**config.mk**
```make
export PLATFORM = sky130hd
export DESIGN_NAME = cpu_stage_sequencer
export DESIGN_NICKNAME = d
export VERILOG_FILES = /design/src/rtl/cpu_stage_sequencer.sv
export SDC_FILE = /design/constraint.sdc
export NUM_CORES = 1
export LEC_CHECK = 0
export BUFFER_PORTS_ARGS = -buffer_cell sky130_fd_sc_hd__buf_4
export CORE_ASPECT_RATIO = 0.5
export CORE_MARGIN = 10
export CORE_UTILIZATION = 58
export DETAILED_ROUTE_END_ITERATION = 16
export MAX_ROUTING_LAYER = met4
export PLACE_DENSITY = 0.95
export SLEW_MARGIN = 5
export SYNTH_ARGS = -nofsm -noshare
export SYNTH_HDL_FRONTEND = slang
export SYNTH_SLANG_ARGS = --single-unit
export TNS_END_PERCENT = 20
```
**constraint.sdc**
```tcl
create_clock -name clk -period 6.1 [get_ports clk]
set_input_delay 1.22 -clock clk [delete_from_list [all_inputs] [get_ports clk]]
set_output_delay 1.22 -clock clk [all_outputs]
set_load 0.03 [all_outputs]
```
**src/rtl/cpu_stage_sequencer.sv**
```systemverilog
// TinyCPU multi-cycle stage sequencer: walks each instruction through fetch, memory read,
// register update, memory write and PC update, stalling on the memory handshake, with a
// wait watchdog, sticky halt/error and retired/stall counters.
module cpu_stage_sequencer #(
  parameter int unsigned MAX_WAIT = 16,
  parameter int unsigned CNT_W    = 32
) (
  input  logic             clk,
  input  logic             rst,
  input  logic             run,
  input  logic [4:0]       current_instr_type,
  input  logic             mem_ready,
  input  logic             mem_write_ack,
  output logic [2:0]       stage,
  output logic             mem_read_req,
  output logic             instr_reg_load,
  output logic             load_data_latch,
  output logic             reg_write_en,
  output logic             pc_update,
  output logic             halted,
  output logic             error,
  output logic [CNT_W-1:0] retired_count,
  output logic [CNT_W-1:0] stall_cycles
);

  // Stage bus encodings shared with the memory controller and datapath.
  localparam logic [2:0] STAGE_INSTR_FETCH    = 3'd0;
  localparam logic [2:0] STAGE_MEMORY_READ    = 3'd1;
  localparam logic [2:0] STAGE_REGISTER_UPDATE = 3'd2;
  localparam logic [2:0] STAGE_MEMORY_WRITE   = 3'd3;
  localparam logic [2:0] STAGE_PC_UPDATE      = 3'd4;

  // Instruction type encodings from the decoder.
  localparam logic [4:0] INSTR_LOAD  = 5'd1;
  localparam logic [4:0] INSTR_STORE = 5'd2;
  localparam logic [4:0] INSTR_HALT  = 5'd3;

  localparam int unsigned WaitW = $clog2(MAX_WAIT + 1);

  typedef enum logic [2:0] {
    StFetch    = 3'd0,
    StMemRead  = 3'd1,
    StRegUpd   = 3'd2,
    StMemWrite = 3'd3,
    StPcUpd    = 3'd4,
    StHalt     = 3'd5,
    StError    = 3'd6
  } state_e;

  state_e           state_q, state_d;
  logic [WaitW-1:0] wait_q, wait_d;
  logic             halted_q, halted_d;
  logic             error_q, error_d;
  logic [CNT_W-1:0] retired_q, retired_d;
  logic [CNT_W-1:0] stall_q, stall_d;
  logic             waiting;

  logic is_load, is_store, is_halt;
  assign is_load  = (current_instr_type == INSTR_LOAD);
  assign is_store = (current_instr_type == INSTR_STORE);
  assign is_halt  = (current_instr_type == INSTR_HALT);

  // State, watchdog, sticky flags and counters.
  always_ff @(posedge clk or posedge rst) begin
    if (rst) begin
      state_q   <= StFetch;
      wait_q    <= '0;
      halted_q  <= 1'b0;
      error_q   <= 1'b0;
      retired_q <= '0;
      stall_q   <= '0;
    end else begin
      state_q   <= state_d;
      wait_q    <= wait_d;
      halted_q  <= halted_d;
      error_q   <= error_d;
      retired_q <= retired_d;
      stall_q   <= stall_d;
    end
  end

  // Next-state, strobes, watchdog and counter updates.
  always_comb begin
    state_d         = state_q;
    halted_d        = halted_q;
    error_d         = error_q;
    wait_d          = '0;
    waiting         = 1'b0;
    stage           = STAGE_INSTR_FETCH;
    mem_read_req    = 1'b0;
    instr_reg_load  = 1'b0;
    load_data_latch = 1'b0;
    reg_write_en    = 1'b0;
    pc_update       = 1'b0;

    unique case (state_q)
      StFetch: begin
        mem_read_req = run;
        if (run) begin
          if (mem_ready) begin
            instr_reg_load = 1'b1;
            state_d        = StMemRead;
          end else begin
            waiting = 1'b1;
          end
        end
      end
      StMemRead: begin
        stage = STAGE_MEMORY_READ;
        if (is_load) begin
          mem_read_req = 1'b1;
          if (mem_ready) begin
            load_data_latch = 1'b1;
            state_d         = StRegUpd;
          end else begin
            waiting = 1'b1;
          end
        end else begin
          state_d = StRegUpd;
        end
      end
      StRegUpd: begin
        stage        = STAGE_REGISTER_UPDATE;
        reg_write_en = !(is_store || is_halt);
        if (is_halt) begin
          state_d  = StHalt;
          halted_d = 1'b1;
        end else begin
          state_d = StMemWrite;
        end
      end
      StMemWrite: begin
        // Stage must stay MEMORY_WRITE until ack: downstream write enable decodes it.
        stage = STAGE_MEMORY_WRITE;
        if (!is_store || mem_write_ack) state_d = StPcUpd;
        else                            waiting = 1'b1;
      end
      StPcUpd: begin
        stage     = STAGE_PC_UPDATE;
        pc_update = 1'b1;
        state_d   = StFetch;
      end
      StHalt, StError: begin
        state_d = state_q;
      end
      default: state_d = StFetch;
    endcase

    // A ready/ack in the final allowed cycle clears waiting, so it beats the timeout.
    if (waiting) begin
      if (wait_q == WaitW'(MAX_WAIT - 1)) begin
        state_d = StError;
        error_d = 1'b1;
      end else begin
        wait_d = wait_q + WaitW'(1);
      end
    end

    retired_d = pc_update ? retired_q + CNT_W'(1) : retired_q;
    stall_d   = (waiting && (stall_q != '1)) ? stall_q + CNT_W'(1) : stall_q;

    // Reset drops every request and strobe immediately, not at the next edge.
    if (rst) begin
      mem_read_req    = 1'b0;
      instr_reg_load  = 1'b0;
      load_data_latch = 1'b0;
      reg_write_en    = 1'b0;
      pc_update       = 1'b0;
    end
  end

  assign halted        = halted_q;
  assign error         = error_q;
  assign retired_count = retired_q;
  assign stall_cycles  = stall_q;

endmodule
```
==> flow_results.org <==
** Yosys
- Fraction of the mapped netlist area in compound gates :: 3.25%
- Cell taking the most area after synthesis :: sky130_fd_sc_hd__dfrtp_1
- The most used flip-flop cell after synthesis is sky130_fd_sc_hd__dfrtp_1.
- The share of synthesized area in the top cell type comes to slightly above 50%.
- Combinational family with the most area after synthesis :: simple AND/OR/NAND/NOR gates
- After Yosys synthesis, and, or, nand and nor cells account for 26.0% of the synthesized area.
- Of the total synthesized cell area, the portion taken by full adders, half adders and majority gates is under 10%.
- Post-Syn Instances :: 343
- After synthesis, the netlist uses 40 different library cells.
- The synthesized design contains 0 enable-type register cells.
- When the netlist entered floorplanning its net count stood at approximately 360.
- Of the total synthesized cell area, the portion taken by XOR and XNOR cells is between 10% and 20%.
- Top area cells in the synthesized netlist :: sky130_fd_sc_hd__dfrtp_1 (51%), sky130_fd_sc_hd__xnor2_1 (12%), sky130_fd_sc_hd__nand3_1 (5.0%)
- For this run, the number of Yosys warnings is 0.
- Async set-or-reset flop fraction in the synthesized netlist :: 100%
- Post-synthesis mux area share :: less than 1%
- Sequential area share after synthesis :: roughly half
- The average instance in the mapped netlist occupies roughly 11 um2.
- Flop and latch count out of synthesis :: 74
- The synthesized netlist occupies a cell area of about 0.0036 mm2.

** Critical path
- Counting cells, the worst reg-to-reg path comes to 5.
- Critical path data arrival time :: between 2000 and 3000 ps
- In this run the worst path has a maximum fanout of 75.
- The startpoint identified for the worst register-to-register timing path is stall_cycles[26].
- Cell type group with the largest total delay on the critical path :: buffers and inverters
- Endpoint of the lowest-slack register-to-register path :: stall_cycles[1]
- Setup slack, reg-to-reg :: 3070 ps
- Nature of the critical path startpoint :: input port
- For the worst setup path, the data required time is approximately 4900 ps.
- The cell that appears most often on the critical path is sky130_fd_sc_hd__buf_4.
- Cell-by-cell listing of the critical path :: buf_4, inv_2, buf_4, and3_1, buf_4
- Slowest Stage Delay on Critical Path :: 690 ps
- Library cell contributing the largest single delay on the critical path :: sky130_fd_sc_hd__buf_4
- The worst setup path is of the input port to primary output kind.
- Endpoint kind of the worst setup timing path :: primary output
- Worst Path Buf+Inv :: 4

** Power and ir drop
- Dividing total power by cell area gives a power density of ~310 mW/mm2.
- The design draws around 1.4 mW.
- The analysis attributes to cell leakage a power of between 2 and 2.5 nW.
- Across the VDD grid, the largest voltage drop is ~0.23 mV.

** Timing
- For the pin with the worst max-slew slack, the measured transition is ~950 ps.
- Worst Hold Slack :: approximately 470 ps
- The max-slew violation count was 0.
- RSZ-0062 raised after global routing :: no
- Timing would allow up to between 200 and 300 MHz.
- Setup violations remaining at the end of the flow were counted as 0.
- The worst pin sits at a relative slew slack of a little over a third.
- Count of endpoints failing hold in the final timing report :: 0
- Setup TNS :: 0 ps
- The clock period could shrink to between 3000 and 4000 ps.
- Clock skew on the completed layout was measured at around 4.4 ps.
- Dividing the final minimum period by the clock period gives between 60 and 70%.

** Floorplan
- Die area :: roughly 0.01 mm2
- Standard cell core area :: a little over 0.006 mm2
- Starting Density :: 59.7%
- Number of primary I/O pins :: 84
- In this run the vertical extent of the chip is roughly 76 um.
- Row count :: 20
- Horizontal die dimension :: around 130 um

** Global routing
- Initial antenna violation count :: 0
- Largest net degree at the start of global routing :: between 70 and 80
- Vias in the first global route :: 3028
- Total GRT Usage :: a little under a fifth
- The first global-routing pass estimated approximately 15 mm of wire.
- Leftover overflow at the end of global routing :: 0

** Clock network
- TritonCTS built the clock tree.
- Buffers inserted during clock tree synthesis total 9.
- Hold repair after CTS inserted 0 buffers.
- Buffer depth of the longest clock path :: 2
- Clock-pin slew was measured on the worst setup and hold paths at 50 ps.
- Number of sinks handled by clock tree synthesis :: 74
- CTS placed an instance of sky130_fd_sc_hd__clkbuf_16 at the clock tree root.
- Post-CTS timing repair inserted 0 buffers for setup.
- Count of instances resized after the clock tree is built :: 0
- CTS H-tree depth :: 3
- At the later pin of the worst-skew pair, clock insertion delay measures 340 ps.

** Place
- The wire-length estimate of the detail-placed layout is 6.32 mm.
- During placement, the flow inserted port buffers numbering 83.
- At the end of routability-driven placement, the weighted congestion stood at around 0.91.

** Cells and area
- The library cell used most frequently in the layout, excluding fill and tap cells, is sky130_fd_sc_hd__buf_4.
- Nets :: 443
- The area growth from synthesis to layout is 27.3%.
- Most frequent cells in the layout :: sky130_fd_sc_hd__buf_4 (85), sky130_fd_sc_hd__dfrtp_1 (74), sky130_fd_sc_hd__xnor2_1 (49)
- Total inserted antenna cells :: 0
- Share of final-layout standard cells stronger than drive strength 1 :: 24.2%
- The filler cells instantiated in the layout total around 420.
- Measured on the finished design, the core utilization comes to approximately three quarters.

** Drt
- Initial DRT Pass Iterations :: 4
- Detailed Route Iter0 Violations :: around 280
- Via total after detailed routing :: 2964
- Using the TritonRoute via totals, the vias-per-cell ratio works out to between 5 and 6.
- Post-detailed-routing wire length :: 8.94 mm
- Number of nets with antenna violations after detailed routing :: 0
- Dividing the detail-routed wire length by the instance count gives roughly 17 um.
- Count of unresolved DRC violations after routing :: 0

** Flow run
- Max cap viols :: 0

** Status
- The run finished with clean final reports.

** Min path
- Launch instance of the worst min-delay path :: retired_count[31]
- Number of cells on the worst hold path :: 1
- In this run the worst hold path is classified as flop to flop.
- End point of the worst hold path :: retired_count[31]
-- how the worst max path moves through the flow --
stage | from | endpoint | slack, ps | depth (start not counted)
final | rst | instr_reg_load | 2360 | 5
after global routing | rst | instr_reg_load | 2150 | 5
after CTS | rst | instr_reg_load | 2290 | 5
after detailed placement | rst | instr_reg_load | 2290 | 5
after global placement | rst | instr_reg_load | 2310 | 5
after floorplan | rst | instr_reg_load | 1560 | 2
-- cells by family (layout without fill, tap and decap cells) --
logic type / after synthesis / after routing
mux: 2 / 2
xor+xnor: 65 / 65
fa+ha+maj: 3 / 3
flops: 74 / 74
compound gates: 16 / 16
simple gates: 168 / 168
buf+inv: 15 / 105
-- routing by layer --
| layer | track usage (%) | part of all wire (%) | vias to the layer above | routed length (um) |
|---|---|---|---|---|
| met1 | 20.9 | 42 | 1447 | 3720 |
| met4 | 7.71 | 1.9 | 0 | 166 |
| li1 | - | - | 1399 | - |
| met2 | 32.0 | 51 | 97 | 4570 |
| met5 | - | 0 | - | 0 |
| met3 | 5.79 | 5.4 | 21 | 480 |
-- synthesized netlist by cell type (4+ instances only) --
cell                       number
sky130_fd_sc_hd__dfrtp_1       74
sky130_fd_sc_hd__xnor2_1       49
sky130_fd_sc_hd__nand3_1       36
sky130_fd_sc_hd__nand4_1       28
sky130_fd_sc_hd__nand2_1       23
sky130_fd_sc_hd__nor2_1        19
sky130_fd_sc_hd__and3_1        17
sky130_fd_sc_hd__xor2_1        16
sky130_fd_sc_hd__nor3_1        12
sky130_fd_sc_hd__and4_1         7
sky130_fd_sc_hd__and2_1         6
sky130_fd_sc_hd__inv_1          6
sky130_fd_sc_hd__nor4_1         5
sky130_fd_sc_hd__clkbuf_1       4
sky130_fd_sc_hd__o21ai_0        4
-- cell type report --
cell class	count	area (um2)	share of cell area, %
Timing Repair Buffer	85	638	13.9
Inverter	6	22.5	0.489
Sequential cell	74	1850	40.2
Clock buffer	11	253	5.49
Tap cell	88	110	2.39
Multi-Input combinational cell	254	1690	36.7
Clock inverter	3	40.0	0.870
-- sequential cells by signal (all words and copies together), names as in the netlist --
signal / flops
wait_q: 5
stall_cycles: 32
state_q: 3
halted: 1
error: 1
retired_count: 32
-- worst reg2reg max path: cells and delay by family, from the launching register on --
family	cells	cell delay (ps)
AND/OR/NAND/NOR	4	2130
flip-flops	1	440
multiplexers	1	350
-- stage by stage --
stage	area [um2]	std cells	setup slack, ps
finish	4600	521	2360
global route	4600	521	2150
CTS	4600	521	2290
detailed placement	4310	507	2290
global placement	4310	507	2310
floorplan	3620	343	1560
-- power by group --
group / switching (mW) / internal (mW) / total [mW]
combinational: 0.188 / 0.117 / 0.305
sequential: 0.0638 / 0.531 / 0.595
clock: 0.186 / 0.332 / 0.518
(Power assumes the default switching activity.)
